<file path="config.mk">
export PLATFORM = sky130hd
export DESIGN_NAME = mem_port_ctrl
export DESIGN_NICKNAME = d
export VERILOG_FILES = /design/src/rtl/mem_pkg.sv /design/src/rtl/timeout_counter.sv /design/src/rtl/mem_port_ctrl.sv
export SDC_FILE = /design/constraint.sdc
export NUM_CORES = 1
export LEC_CHECK = 0
export CORE_UTILIZATION = 35
export DETAILED_ROUTE_END_ITERATION = 16
export PLACE_DENSITY = 0.76
export SETUP_SLACK_MARGIN = 0.05
export SKIP_CTS_REPAIR_TIMING = 1
export SYNTH_ARGS = -nofsm -noshare
export SYNTH_HDL_FRONTEND = slang
export SYNTH_SLANG_ARGS = --single-unit
export TNS_END_PERCENT = 10
</file>
<file path="constraint.sdc">
create_clock -name clk -period 1.6 [get_ports clk]
set_input_delay 0.32 -clock clk [delete_from_list [all_inputs] [get_ports clk]]
set_output_delay 0.32 -clock clk [all_outputs]
set_load 0.005 [all_outputs]
</file>
<file path="src/rtl/mem_pkg.sv">
// Shared definitions for the memory port controller.
//   mem_state_t      - FSM state encoding (IDLE / BUSY / DONE)
//   READ_ERR_VALUE   - value returned on ReadData when an access errors
//   DEFAULT_TIMEOUT  - default BUSY cycle budget before an access aborts
//   is_misaligned()  - true when the low byte-address bits are not word aligned
package mem_pkg;

    typedef enum logic [1:0] {
        MEM_IDLE = 2'b00,
        MEM_BUSY = 2'b01,
        MEM_DONE = 2'b10
    } mem_state_t;

    localparam logic [31:0] READ_ERR_VALUE  = 32'h0;
    localparam int          DEFAULT_TIMEOUT = 16;

    function automatic logic is_misaligned(input logic [1:0] lsbs);
        return lsbs != 2'b00;
    endfunction

endpackage

</file>
<file path="src/rtl/timeout_counter.sv">
// Cycle counter that bounds how long an access may wait for mem_ack.
// Ports:
//   clk     - system clock, rising edge
//   srst    - synchronous active-high reset
//   clear   - returns the count to zero (wins over enable)
//   enable  - count one cycle
//   expired - high while the count equals TIMEOUT-1 (the last allowed cycle)
module timeout_counter #(
    parameter int TIMEOUT = 16
) (
    input  logic clk,
    input  logic srst,
    input  logic clear,
    input  logic enable,
    output logic expired
);

    localparam int CW = $clog2(TIMEOUT);

    logic [CW-1:0] count_reg;

    assign expired = (count_reg == CW'(TIMEOUT - 1));

    // Saturates at the terminal value so a stalled enable cannot wrap.
    always_ff @(posedge clk) begin
        if (srst) begin
            count_reg <= '0;
        end else if (clear) begin
            count_reg <= '0;
        end else if (enable && !expired) begin
            count_reg <= count_reg + 1'b1;
        end
    end

endmodule

</file>
<file path="src/rtl/mem_port_ctrl.sv">
// Bridges the multicycle controller's single-cycle memory intent onto a
// req/ack handshake with a variable-latency unified memory.
// Ports:
//   clk, reset            - clock and synchronous active-high reset
//   Adr, WriteData        - byte address and store data from the datapath
//   MemWrite, MemRead     - access intent from the controller
//   ReadData              - registered read result, held between accesses
//   Stall                 - freezes controller FSM and datapath enables
//   BusErr                - sticky misalignment / timeout flag
//   mem_req, mem_we       - memory request and write enable
//   mem_addr, mem_wdata   - word-aligned address and store data to memory
//   mem_rdata, mem_ack    - memory read data and completion pulse
module mem_port_ctrl
    import mem_pkg::*;
#(
    parameter int AW      = 32,
    parameter int DW      = 32,
    parameter int TIMEOUT = DEFAULT_TIMEOUT
) (
    input  logic          clk,
    input  logic          reset,
    input  logic [AW-1:0] Adr,
    input  logic [DW-1:0] WriteData,
    input  logic          MemWrite,
    input  logic          MemRead,
    output logic [DW-1:0] ReadData,
    output logic          Stall,
    output logic          BusErr,
    output logic          mem_req,
    output logic          mem_we,
    output logic [AW-1:0] mem_addr,
    output logic [DW-1:0] mem_wdata,
    input  logic [DW-1:0] mem_rdata,
    input  logic          mem_ack
);

    mem_state_t    state_reg,  state_next;
    logic [DW-1:0] rdata_reg,  rdata_next;
    logic [AW-1:0] addr_reg,   addr_next;
    logic [DW-1:0] wdata_reg,  wdata_next;
    logic          we_reg,     we_next;
    logic          req_reg,    req_next;
    logic          buserr_reg, buserr_next;

    logic start;
    logic cnt_clear;
    logic cnt_en;
    logic cnt_expired;

    assign start = MemRead | MemWrite;

    timeout_counter #(
        .TIMEOUT (TIMEOUT)
    ) u_timeout (
        .clk     (clk),
        .srst    (reset),
        .clear   (cnt_clear),
        .enable  (cnt_en),
        .expired (cnt_expired)
    );

    always_comb begin
        state_next  = state_reg;
        rdata_next  = rdata_reg;
        addr_next   = addr_reg;
        wdata_next  = wdata_reg;
        we_next     = we_reg;
        req_next    = req_reg;
        buserr_next = buserr_reg;
        Stall       = 1'b0;
        cnt_clear   = 1'b1;
        cnt_en      = 1'b0;

        case (state_reg)
            MEM_IDLE: begin
                // Combinational so the controller cannot move past the request cycle.
                Stall = start;
                if (start) begin
                    addr_next  = {Adr[AW-1:2], 2'b00};
                    wdata_next = WriteData;
                    we_next    = MemWrite;  // read+write together resolves to a write
                    if (is_misaligned(Adr[1:0])) begin
                        buserr_next = 1'b1;
                        rdata_next  = DW'(READ_ERR_VALUE);
                        state_next  = MEM_DONE;
                    end else begin
                        if (MemRead && MemWrite) begin
                            buserr_next = 1'b1;
                        end
                        req_next   = 1'b1;
                        state_next = MEM_BUSY;
                    end
                end
            end

            MEM_BUSY: begin
                Stall     = 1'b1;
                cnt_clear = 1'b0;
                cnt_en    = 1'b1;
                // Ack is tested first so an ack on the last allowed cycle still completes.
                if (mem_ack) begin
                    if (!we_reg) begin
                        rdata_next = mem_rdata;
                    end
                    req_next   = 1'b0;
                    state_next = MEM_DONE;
                end else if (cnt_expired) begin
                    req_next    = 1'b0;
                    buserr_next = 1'b1;
                    rdata_next  = DW'(READ_ERR_VALUE);
                    state_next  = MEM_DONE;
                end
            end

            MEM_DONE: begin
                // The controller still holds the finished request here; it is ignored.
                state_next = MEM_IDLE;
            end

            default: begin
                req_next   = 1'b0;
                state_next = MEM_IDLE;
            end
        endcase
    end

    always_ff @(posedge clk) begin
        if (reset) begin
            state_reg  <= MEM_IDLE;
            rdata_reg  <= '0;
            addr_reg   <= '0;
            wdata_reg  <= '0;
            we_reg     <= 1'b0;
            req_reg    <= 1'b0;
            buserr_reg <= 1'b0;
        end else begin
            state_reg  <= state_next;
            rdata_reg  <= rdata_next;
            addr_reg   <= addr_next;
            wdata_reg  <= wdata_next;
            we_reg     <= we_next;
            req_reg    <= req_next;
            buserr_reg <= buserr_next;
        end
    end

    assign ReadData  = rdata_reg;
    assign BusErr    = buserr_reg;
    assign mem_req   = req_reg;
    assign mem_we    = we_reg;
    assign mem_addr  = addr_reg;
    assign mem_wdata = wdata_reg;

endmodule

</file>
==> results.yml <==
setup_path:
  timing.critical_path.from_type: "register"
  setup.worst_path.end_class: "primary output"
  critPathArrivalTime_ns: 1.19
  critPathKind: "register to primary output"
  worst_reg_to_reg_cells: 6
  worst-path-stages: 1
  critical_path_required_ns: 1.28
  worst-path-buf-inv: 1
  critical_path.slowest_cell: "clkdlybuf4s50_1"
  critical_path_maximum_fanout: 2
  critPathMaxStageDelay_ns: 0.49
  crit_path_cell_trace: "clkdlybuf4s50_1"
  cpLargestDelayFamily: "buffers and inverters"
placement:
  port_buffers: 198
  post-dp-hpwl_um: 7720
  placed_cell_count: 721
  place.gp.congestion: 0.728
  post-place-ws_ns: -0.278
power:
  p_leak_uw: 0.00383
  powerDensity_nw_per_um2: 877
  vdd.ir_drop.worst_v: 0.000428
global_routing:
  grt_max_degree: 68
  number_of_antenna_violations_at_the_first_check_in_global_routing: 0
  grt_remaining_overflow: 0
  track_usage_pct: 18.9
  grt_first_pass_wirelength_um: 16900
  first_global_vias: 3483
cts:
  number_of_clock_buffers_inserted_by_tritoncts: 9
  cts_tree: "done"
  clkSinkCount: 103
  clock_tree.root_cell: "clkbuf_8"
  cts_max_level: 3
  clock_latency_ns: 0.36
  clk_pin_slew_ns: 0.10
  ctsLongestPathBuffers: 2
timing:
  setup_slack_ns: 0.0871
  setup_repair_after_global_routing_missed_its_margin: "no"
  fin_skew_ns: 0.0105
  timing_hold_violations_final: 0
  period_minus_slack_ns: 1.51
  slew_headroom_pct: 52.8
  report.final.slew_viol_count: 0
  number_of_failing_setup_endpoints_in_the_final_timing_report: 0
  worst_slew_pin_slew_ns: 0.708
  min_period_over_period_pct: 94.6
  clock.fmax_ghz: 0.661
min_path:
  min-delay-path-class: "input pin to register"
  hold_path_depth: 4
floorplanning:
  chipHeight_um: 106
  die-area_um2: 11200
  fp.coreArea_um2: 10400
  chipWidth_um: 106
  floorplan.rows: 37
  io_pins: 201
  initial_utilization_pct: 36.3
logic_synthesis:
  synth_simple_gate_area_share_pct: 17.4
  synthesis.instances: 401
  dominant_combinational_cell_family_by_area_after_synthesis: "compound AO/OA/AOI/OAI gates"
  synth_cell_types: 32
  synth-compound-area-share_pct: 20.5
  synth-xor-area-share_pct: 0.233
  yosys_register_bits: 103
  ys_warn_count: 0
  synthesis.area_per_instance_um2: 9.38
  synth.cell_area_um2: 3760
  synth_fa_ha_area_share_pct: 0.333
  synth_mux_area_share_pct: 0.266
  ys_seq_area_share_pct: 54.8
route:
  detail_route.vias_per_cell: 4.84
  post_drt_wl_per_cell_um: 15.0
  via_count: 3569
  antenna_violation_net_count_after_detailed_routing: 0
  routed_wirelength_um: 11000
  drcViolationCount: 0
  drt_first_pass_iters: 5
  drt_first_iter_violations: 146
final_layout:
  final_cells: 737
  layout-drive-gt1-share_pct: 20.5
  antennaDiodeCount: 0
  n_fill_cell: 860
  number_of_nets_at_the_end_of_the_flow: 698
  layout.cells.most_common_list: "nand2_1 (127), clkdlybuf4s50_1 (114), dlymetal6s2s_1 (83), a21oi_1 (63), dfxtp_1 (52)"
  layout-area-overhead-vs-synth_pct: 69.8
  commonest_non_fill_non_tap_cell_in_the_layout: "nand2_1"
run:
  cap_violations: 0
status:
  run_status: "completed"
[logic make-up (layout without fill, tap and decap cells)]
kind of cell | after synthesis | after routing
muxes | 1 | 1
AOI/OAI and AO/OA | 105 | 105
DFF | 103 | 103
and+or+nand+nor | 155 | 155
buffers and inverters | 34 | 233
other | 1 | 2
xor gates and xnor gates | 1 | 1
adders and majority gates | 1 | 1
[Yosys cell counts, drive strengths merged]
| cell | instances | area, µm² |
|---|---|---|
| a21oi | 63 | 315 |
| nand2b | 2 | 27.5 |
| nor2 | 16 | 60.1 |
| nor3 | 4 | 31.3 |
| a22oi | 2 | 15.0 |
| o311ai | 1 | 8.76 |
| conb | 1 | 3.75 |
| ha | 1 | 12.5 |
| nand2 | 127 | 477 |
| buf | 21 | 188 |
| o21ai | 3 | 18.8 |
| inv | 2 | 7.50 |
| a31oi | 2 | 27.5 |
| a32o | 32 | 358 |
| o211ai | 1 | 21.3 |
| a211oi | 1 | 7.51 |
| clkbuf | 11 | 41.3 |
| mux2i | 1 | 10.0 |
| nor3b | 1 | 18.8 |
| or2 | 1 | 6.26 |
| dfxtp | 103 | 2060 |
| and3 | 1 | 6.26 |
| nand3 | 3 | 27.5 |
| xnor2 | 1 | 8.76 |
[worst paths after layout]
path	startpoint	to	slack, ns
worst max-delay path	ReadData[31]	ReadData[31]	0.09
worst max register to register	u_timeout.count_reg[1]	ReadData[17]	0.10
worst min register to register	mem_addr[12]	mem_addr[12]	0.45
worst min-delay path	reset	u_timeout.count_reg[3]	0.28
[layout make-up]
class,instances,area [µm²],area share (%)
repair buffers,215,2390,37.4
clock buffers,12,135,2.12
clock inverters,4,70.1,1.10
flip-flops and latches,103,2130,33.3
inverters,2,7.51,0.118
multi-input cells,265,1490,23.3
well taps,136,170,2.67
[metal layers]
layer  routed length [µm]  vias up  GRT usage (%)
met3                  776       14           5.19
li1                     -     1758              -
met4                  174        0           7.54
met1                 4390     1676           21.6
met2                 5690      121           33.4
met5                    0        -              0
[power breakdown]
group | leakage, µW | internal (µW) | total, µW | switching (µW)
Combinational | 0.00286 | 613 | 1070 | 457
Sequential | 0.000865 | 2720 | 2800 | 77.7
Clock | 0.000104 | 880 | 1730 | 847
[tightest hold or removal path: stages]
cell and delay (ns):
buf_2 0.09, inv_2 0.05, nand2b_4 0.09, nor2_1 0.05
[stage by stage]
stage | hold slack (ns) | util, % | TNS [ns] | instance area [µm²] | total power, µW
after CTS | 0.261 | 58.8 | -0.290 | 6100 | 5680
final | 0.280 | 61.6 | 0 | 6380 | 5600
after global routing | 0.292 | 61.6 | 0 | 6380 | 5880
after global placement | 0.441 | 56.8 | -18.70 | 5890 | 3930
after floorplan | 0.446 | - | 0 | 3760 | 3290
after detailed placement | 0.446 | 56.8 | -19.88 | 5890 | 3960
Note: power is estimated with default switching activity, not from simulation.
